## src/rtl/multiplier_pkg.sv

```systemverilog
// Shared definitions for the sequential shift-add multiplier.
// Holds the controller state encoding and the default operand width.
package multiplier_pkg;

  localparam int DEFAULT_WIDTH = 4;

  typedef enum logic [1:0] {
    IDLE = 2'd0,
    BUSY = 2'd1,
    DONE = 2'd2
  } state_t;

endpackage

```

## src/rtl/adder_ripple.sv

```systemverilog
// WIDTH-bit ripple-carry adder chained from full_adder cells.
// Combinational, no flow control.
module adder_ripple #(
  parameter int WIDTH = 5
) (
  input  logic [WIDTH-1:0] a,
  input  logic [WIDTH-1:0] b,
  input  logic             cin,
  output logic [WIDTH-1:0] sum,
  output logic             cout
);

  logic [WIDTH:0] carry;

  assign carry[0] = cin;

  for (genvar i = 0; i < WIDTH; i++) begin : g_bit
    full_adder u_fa (
      .a    (a[i]),
      .b    (b[i]),
      .cin  (carry[i]),
      .sum  (sum[i]),
      .cout (carry[i+1])
    );
  end

  assign cout = carry[WIDTH];

endmodule

```

## src/rtl/full_adder.sv

```systemverilog
// Single-bit full adder, purely combinational.
// No latency, no flow control.
module full_adder (
  input  logic a,
  input  logic b,
  input  logic cin,
  output logic sum,
  output logic cout
);

  assign sum  = a ^ b ^ cin;
  assign cout = (a & b) | (cin & (a ^ b));

endmodule

```

## src/rtl/multiplier_sequential.sv

```systemverilog
// Sequential shift-add multiplier, signed or unsigned; out_valid WIDTH+1 cycles after accept.
// Product held in DONE until out_ready; in_ready low while BUSY or DONE.
module multiplier_sequential
  import multiplier_pkg::*;
#(
  parameter int  WIDTH         = DEFAULT_WIDTH,
  localparam int PRODUCT_WIDTH = WIDTH + WIDTH
) (
  input  logic                     clock,
  input  logic                     reset,
  input  logic                     in_valid,
  output logic                     in_ready,
  input  logic                     in_signed,
  input  logic [WIDTH-1:0]         alpha,
  input  logic [WIDTH-1:0]         beta,
  output logic                     out_valid,
  input  logic                     out_ready,
  output logic [PRODUCT_WIDTH-1:0] product
);

  localparam int ACC_W = PRODUCT_WIDTH + 1;
  localparam int CNT_W = $clog2(WIDTH) + 1;
  localparam logic [CNT_W-1:0] LAST_STEP = CNT_W'(WIDTH - 1);

  state_t                   state_q, state_d;
  logic [ACC_W-1:0]         acc_q, acc_d, acc_next;
  logic [WIDTH-1:0]         mcand_q, mcand_d;
  logic [CNT_W-1:0]         cnt_q, cnt_d;
  logic                     sign_q, sign_d;
  logic [PRODUCT_WIDTH-1:0] product_q, product_d;
  logic                     in_ready_q, in_ready_d;
  logic                     out_valid_q, out_valid_d;

  logic [WIDTH-1:0]         alpha_mag, beta_mag;
  logic [WIDTH:0]           add_b, add_sum;
  logic                     add_cout;
  logic [PRODUCT_WIDTH-1:0] mag_final;

  // Magnitude of the most-negative value wraps to 2^(WIDTH-1), exact as unsigned.
  assign alpha_mag = (in_signed && alpha[WIDTH-1]) ? -alpha : alpha;
  assign beta_mag  = (in_signed && beta[WIDTH-1])  ? -beta  : beta;

  // Multiplier lives in the low half of the accumulator; its LSB gates each add.
  assign add_b = acc_q[0] ? {1'b0, mcand_q} : '0;

  adder_ripple #(
    .WIDTH (WIDTH + 1)
  ) u_add (
    .a    (acc_q[ACC_W-1:WIDTH]),
    .b    (add_b),
    .cin  (1'b0),
    .sum  (add_sum),
    .cout (add_cout)
  );

  assign acc_next  = {add_cout, add_sum, acc_q[WIDTH-1:1]};
  assign mag_final = acc_next[PRODUCT_WIDTH-1:0];

  always_comb begin
    state_d     = state_q;
    acc_d       = acc_q;
    mcand_d     = mcand_q;
    cnt_d       = cnt_q;
    sign_d      = sign_q;
    product_d   = product_q;
    in_ready_d  = in_ready_q;
    out_valid_d = out_valid_q;

    case (state_q)
      IDLE: begin
        if (in_valid) begin
          mcand_d    = alpha_mag;
          acc_d      = {{(WIDTH + 1){1'b0}}, beta_mag};
          cnt_d      = '0;
          sign_d     = in_signed & (alpha[WIDTH-1] ^ beta[WIDTH-1]);
          in_ready_d = 1'b0;
          state_d    = BUSY;
        end
      end
      BUSY: begin
        acc_d = acc_next;
        cnt_d = cnt_q + CNT_W'(1);
        if (cnt_q == LAST_STEP) begin
          product_d   = sign_q ? -mag_final : mag_final;
          out_valid_d = 1'b1;
          state_d     = DONE;
        end
      end
      DONE: begin
        if (out_ready) begin
          out_valid_d = 1'b0;
          in_ready_d  = 1'b1;
          state_d     = IDLE;
        end
      end
      default: begin
        out_valid_d = 1'b0;
        in_ready_d  = 1'b1;
        state_d     = IDLE;
      end
    endcase
  end

  always_ff @(posedge clock) begin
    if (!reset) begin
      state_q     <= IDLE;
      acc_q       <= '0;
      mcand_q     <= '0;
      cnt_q       <= '0;
      sign_q      <= 1'b0;
      product_q   <= '0;
      in_ready_q  <= 1'b1;
      out_valid_q <= 1'b0;
    end else begin
      state_q     <= state_d;
      acc_q       <= acc_d;
      mcand_q     <= mcand_d;
      cnt_q       <= cnt_d;
      sign_q      <= sign_d;
      product_q   <= product_d;
      in_ready_q  <= in_ready_d;
      out_valid_q <= out_valid_d;
    end
  end

  assign in_ready  = in_ready_q;
  assign out_valid = out_valid_q;
  assign product   = product_q;

endmodule

```

## config.mk

```make
export PLATFORM = sky130hd
export DESIGN_NAME = multiplier_sequential
export DESIGN_NICKNAME = d
export VERILOG_FILES = /design/src/rtl/multiplier_pkg.sv /design/src/rtl/adder_ripple.sv /design/src/rtl/full_adder.sv /design/src/rtl/multiplier_sequential.sv
export SDC_FILE = /design/constraint.sdc
export NUM_CORES = 1
export LEC_CHECK = 0
export ABC_AREA = 1
export ABC_CLOCK_PERIOD_IN_PS = 4100
export BUFFER_PORTS_ARGS = -buffer_cell sky130_fd_sc_hd__buf_4
export CORE_MARGIN = 2
export CORE_UTILIZATION = 50
export DETAILED_ROUTE_END_ITERATION = 12
export GPL_ROUTABILITY_DRIVEN = 0
export PLACE_DENSITY_LB_ADDON = 0.08
export SYNTH_ARGS = -nofsm -noshare
export SYNTH_HDL_FRONTEND = slang
export SYNTH_SLANG_ARGS = --single-unit
```

## constraint.sdc

```tcl
create_clock -name clock -period 4.1 [get_ports clock]
set_input_delay 0.41 -clock clock [delete_from_list [all_inputs] [get_ports clock]]
set_output_delay 0.41 -clock clock [all_outputs]
set_load 0.05 [all_outputs]
```

## After elaboration in Yosys (flattened, before gate mapping)

Index checks and enable logic that the tools add are counted.

| word-level totals | value |
|---|---|
| register bits after elaboration | 29 |
| input bits | 13 |
| output and inout bits | 10 |

| operators by class | value |
|---|---|
| add/sub/neg operators | 4 |
| eq/ne operators | 6 |
| multiplexer cells | 18 |
| bitwise logic cells | 26 |
| reductions and logical operators | 10 |

Operator list:

| kind | count |
|---|---|
| 9-bit one-hot mux with 2 select lines | 1 |
| 4-bit two-way mux | 3 |
| 1-bit bitwise AND | 9 |
| 9-bit two-way mux | 1 |
| 3-bit AND reduction | 3 |
| 1-bit bitwise XOR | 9 |
| 8-bit two-way mux | 1 |
| 4-bit negator | 2 |
| 8-bit negator | 1 |
| 2-bit two-way mux | 3 |
| 2-bit != test (second input constant) | 3 |
| 1-bit one-hot mux with 3 select lines | 2 |
| 2-bit one-hot mux with 3 select lines | 1 |
| 3-bit one-hot mux with 2 select lines | 1 |
| 2-bit AND reduction | 3 |
| 1-bit two-way mux | 4 |
| 1-bit bitwise OR | 4 |
| 3-bit by 1-bit adder with 3-bit output (second input constant) | 1 |
| 3-bit by 2-bit == test with 1-bit output (second input constant) | 1 |
| 3-bit two-way mux | 1 |
| 2-bit by 1-bit == test with 1-bit output (second input constant) | 1 |
| 2-bit == test (second input constant) | 1 |
| 1-bit logical AND | 2 |
| 2-bit zero test | 1 |
| 4 further kinds | 5 |

## Depth between registers and ports, before layout

| logic depth | value |
|---|---|
| word-level depth | 11 |
| gate-level depth with buffers | 13 |
| depth with buffers taken out | 13 |

## Hierarchy

From an unflattened synthesis, not the netlist that was laid out.

| unflattened totals | value |
|---|---|
| cell total of the unflattened synthesis | 214 |
| area total of the unflattened synthesis | 1567.8 sq um |

By module, submodules not included:

| module | times used | cells an instance | area each (sq um) | seq. area each (sq um) |
|---|---|---|---|---|
| multiplier_sequential | 1 | 209 | 1467.7 | 580.6 |
| full_adder | 5 | 1 | 20.0 | 0.0 |

## Least setup slack after synthesis

No wires, ideal clock.

| timing path | value |
|---|---|
| path kind | reg2reg |
| from | register acc_q[0] |
| to | register product_q[7], in the netlist product[7] |
| setup time | 118 ps |
| arrival time | 2304 ps |
| required time | 3982 ps |
| path slack | 1678 ps |
| cell stages (with the launch flop) | 13 |
| buffers on the path | 0 |
| period minus slack after synthesis | 2422 ps |
| cells stage by stage | dfxtp_1 nand2_1 inv_1 ha_1 fa_1 inv_1 fa_1 fa_1 inv_1 o21ai_0 a21oi_1 nor2_1 nor2_1 |

| on the way | value |
|---|---|
| cells in the longest elaborated chain, start to end | 11 |

Ends and longest elaborated chain:

| what | RTL line | RTL |
|---|---|---|
| start, declared | multiplier_sequential.sv:26 | `logic [ACC_W-1:0] acc_q, acc_d, acc_next;` |
| start signal, assigned | multiplier_sequential.sv:107 | `acc_q <= '0;` |
| start signal, assigned | multiplier_sequential.sv:116 | `acc_q <= acc_d;` |
| 4-bit two-way mux (*) | multiplier_sequential.sv:44 | `assign add_b = acc_q[0] ? {1'b0, mcand_q} : '0;` |
| 1-bit bitwise AND / 1-bit bitwise XOR (equally long branches) | full_adder.sv:12, full_adder.sv:11 |  |
| 1-bit bitwise AND | full_adder.sv:12 | `assign cout = (a & b) \| (cin & (a ^ b));` |
| 1-bit bitwise OR | full_adder.sv:12 |  |
| 1-bit bitwise AND | full_adder.sv:12 |  |
| 1-bit bitwise OR | full_adder.sv:12 |  |
| 1-bit bitwise AND | full_adder.sv:12 |  |
| 1-bit bitwise OR | full_adder.sv:12 |  |
| 1-bit bitwise XOR | full_adder.sv:11 | `assign sum = a ^ b ^ cin;` |
| 8-bit negator | multiplier_sequential.sv:84 | `product_d = sign_q ? -mag_final : mag_final;` |
| 8-bit two-way mux (*) | multiplier_sequential.sv:84 |  |
| end signal, assigned | multiplier_sequential.sv:120 | `product_q <= product_d;` |
| end, declared | multiplier_sequential.sv:30 | `logic [PRODUCT_WIDTH-1:0] product_q, product_d;` |

Mark *: on every way between the ends. The rest lies on a longest branch, timed or not.
A chain may end at the register's enable or synchronous reset.

## Worst setup path in the final report

Same ends and word-level chain as after synthesis.

==> flow_summary.json <==
{
  "clock_path_buffers": 2,
  "drt_iter0_drc": 41,
  "num-fill-cells": 285,
  "syn_inst": 205,
  "grt_pass1_wl_mm": 5.44,
  "yosysTopAreaCellShare": 0.379,
  "skew_ns": 0.0168,
  "final.setup.worst_slack_ns": 1.44,
  "p_leak_nw": 0.802,
  "final_common_cell": "nand2_1",
  "max_freq_mhz": 376,
  "cts_setup_buffers": 0,
  "clk_latency_ns": 0.34,
  "yosysTopAreaCell": "dfxtp_1",
  "grt_overflow": 0,
  "hpwl_mm": 2.37,
  "use_met2": 0.358,
  "wirelength_mm": 3.16,
  "design.die.area_um2": 3520,
  "netlist_area_um2": 1530,
  "relSlewSlack": 0.668,
  "critical_path_arrival_ns": 2.93,
  "top_usage_layer": "met2",
  "yosys_warnings": 0,
  "fp.coreArea_um2": 2980,
  "cts_tree": "yes",
  "numCtsBuffers": 5,
  "setup_tns_ns": 0,
  "antenna_cells": 0,
  "grt_max_degree": 17,
  "crit_family": "adder cells",
  "dp_slack_ns": 1.49,
  "synth_nets": 228,
  "status": "finished clean",
  "powerDensity_nw_per_um2": 351,
  "critPathRequiredTime_ns": 4.38,
  "via_count": 1365,
  "cts-htree-levels": 2,
  "slowest_stage": "fa_1",
  "post_drt_wl_per_cell_um": 12.1,
  "ioPinCount": 23,
  "period_minus_slack_ns": 2.66,
  "die_x_um": 59.4,
  "synthTopCellsByArea": "dfxtp_1 38%, nand2_1 12%, a21oi_1 7.8%, inv_1 6.1%, ha_1 5.7%",
  "met3_usage": 0.0721,
  "path_buf_inv": 3,
  "rsz0062_at_grt": "false",
  "ys_seq_area_frac": 0.379,
  "fin_total_pwr_mw": 0.622,
  "reg2reg_from": "acc_q[0]",
  "crit_path_start": "acc_q[0]",
  "die_h_um": 59.4,
  "clock-sinks": 29,
  "postRouteAntennaNets": 0,
  "worstHoldStart": "alpha[3]",
  "synth-seq-cells": 29,
  "port_buffers": 22,
  "clk_pin_slew_ns": 0.11,
  "vias_per_cell": 5.23,
  "num_rows": 20,
  "cts_hold_buffers": 0,
  "crit_chain": "nand2_1, inv_1, ha_1, fa_1, inv_1, fa_1, fa_1, inv_1, o21ai_0, nand3_1, nand2_1, nor2_1, nor2_1",
  "final_nets": 250,
  "slowest_delay_ns": 0.57,
  "finalSetupViolCount": 0,
  "drc": 0,
  "antenna_found_initial": 0,
  "cap_violations": 0,
  "min_period_over_period": 0.648,
  "grt_usage": 0.214,
  "cts_resized": 0,
  "area_growth_pct": 15.4,
  "root_buffer": "clkbuf_4",
  "hold_viol_final": 0,
  "start_util": 0.515,
  "min_path_type": "primary input to flip-flop",
  "synth_cell_type_count": 29,
  "tightestPinTransition_ns": 0.497,
  "stdcell_count": 261,
  "drive_gt1_frac": 0.193,
  "start_kind": "flip-flop",
  "critPathMaxFanout": 5,
  "grt.met1_usage": 0.249,
  "grt_pass1_vias": 1291,
  "drv_slew": 0,
  "synth_area_per_cell_um2": 7.48,
  "first_pass_iters": 4,
  "ir_drop_uv": 210,
  "crit_type": "flip-flop to flip-flop",
  "dpl.cell_count": 253,
  "cp-end-kind": "flip-flop",
  "final_cell_mix": "47 x nand2_1, 29 x dfxtp_1, 25 x inv_1, 24 x a21oi_1, 22 x buf_4"
}
==> Yosys cell counts, drive strengths merged <==
| cell | n |
|---|---|
| nand3 | 11 |
| xor2 | 2 |
| fa | 3 |
| xnor2 | 1 |
| clkinv | 1 |
| nand2 | 51 |
| or2 | 1 |
| clkbuf | 2 |
| a21oi | 25 |
| inv | 29 |
| o211ai | 2 |
| nand4 | 1 |
| nor2 | 13 |
| ha | 7 |
| o21ai | 14 |
| dfxtp | 29 |
| a31oi | 5 |
| o31ai | 1 |
| o21a | 2 |
| buf | 5 |
==> flip-flops by register name (all words and copies together) (netlist names) <==
signal	flops
acc_q	9
cnt_q	3
in_ready	1
mcand_q	4
out_valid	1
product	8
sign_q	1
state_q	2
==> path summary, 6_finish.rpt <==
check,end,slack [ns],cells after the start
hold / removal,mcand_q[3],0.35,3
setup reg to reg,product[7],1.44,13
hold reg to reg,out_valid,0.47,2
setup / recovery,product[7],1.44,13
==> per-layer routing <==
| metal | vias up | wire length, um |
|---|---|---|
| met1 | 629 | 1390 |
| met2 | 22 | 1560 |
| li1 | 706 | - |
| met5 | - | 0 |
| met3 | 8 | 137 |
| met4 | 0 | 68 |
==> cell families after synthesis <==
group,Yosys count,synth area share
AO/OA/AOI/OAI,49,0.175
XOR/XNOR,3,0.0171
adder cells (fa/ha/maj),10,0.0963
buffers and inverters,37,0.109
flip-flops,29,0.379
AND/OR/NAND/NOR,77,0.224
==> metrics by stage <==
| step | utilization | hold WS, ns | cell area, um2 |
|---|---|---|---|
| after floorplan | - | 0.439 | 1530 |
| after global placement | 0.566 | 0.449 | 1690 |
| after detailed placement | 0.566 | 0.450 | 1690 |
| after CTS | 0.594 | 0.333 | 1770 |
| after global routing | 0.594 | 0.351 | 1770 |
| final | 0.594 | 0.347 | 1770 |
==> power breakdown <==
part | internal, mW | total (mW) | switching, mW
combinational | 0.0306 | 0.0815 | 0.0509
sequential | 0.292 | 0.301 | 0.00925
clock | 0.129 | 0.239 | 0.110
==> worst reg2reg max path, delay by kind of cell, from the launching register on <==
family,cells,cell delay [ns]
compound gates,1,0.23
fa+ha+maj,4,1.38
buf+inv,3,0.18
flops,1,0.41
simple gates,5,0.37
==> layout make-up <==
| class | count | area, um2 | share of cell area |
|---|---|---|---|
| multi-input combinational | 139 | 785 | 0.443 |
| tap | 33 | 41.3 | 0.0233 |
| timing repair buffer | 22 | 165 | 0.0934 |
| clock buffer | 5 | 37.5 | 0.0212 |
| sequential | 29 | 581 | 0.328 |
| inverter | 30 | 114 | 0.0644 |
| clock inverter | 3 | 46.3 | 0.0262 |
Power figures use the tool's default switching activity.
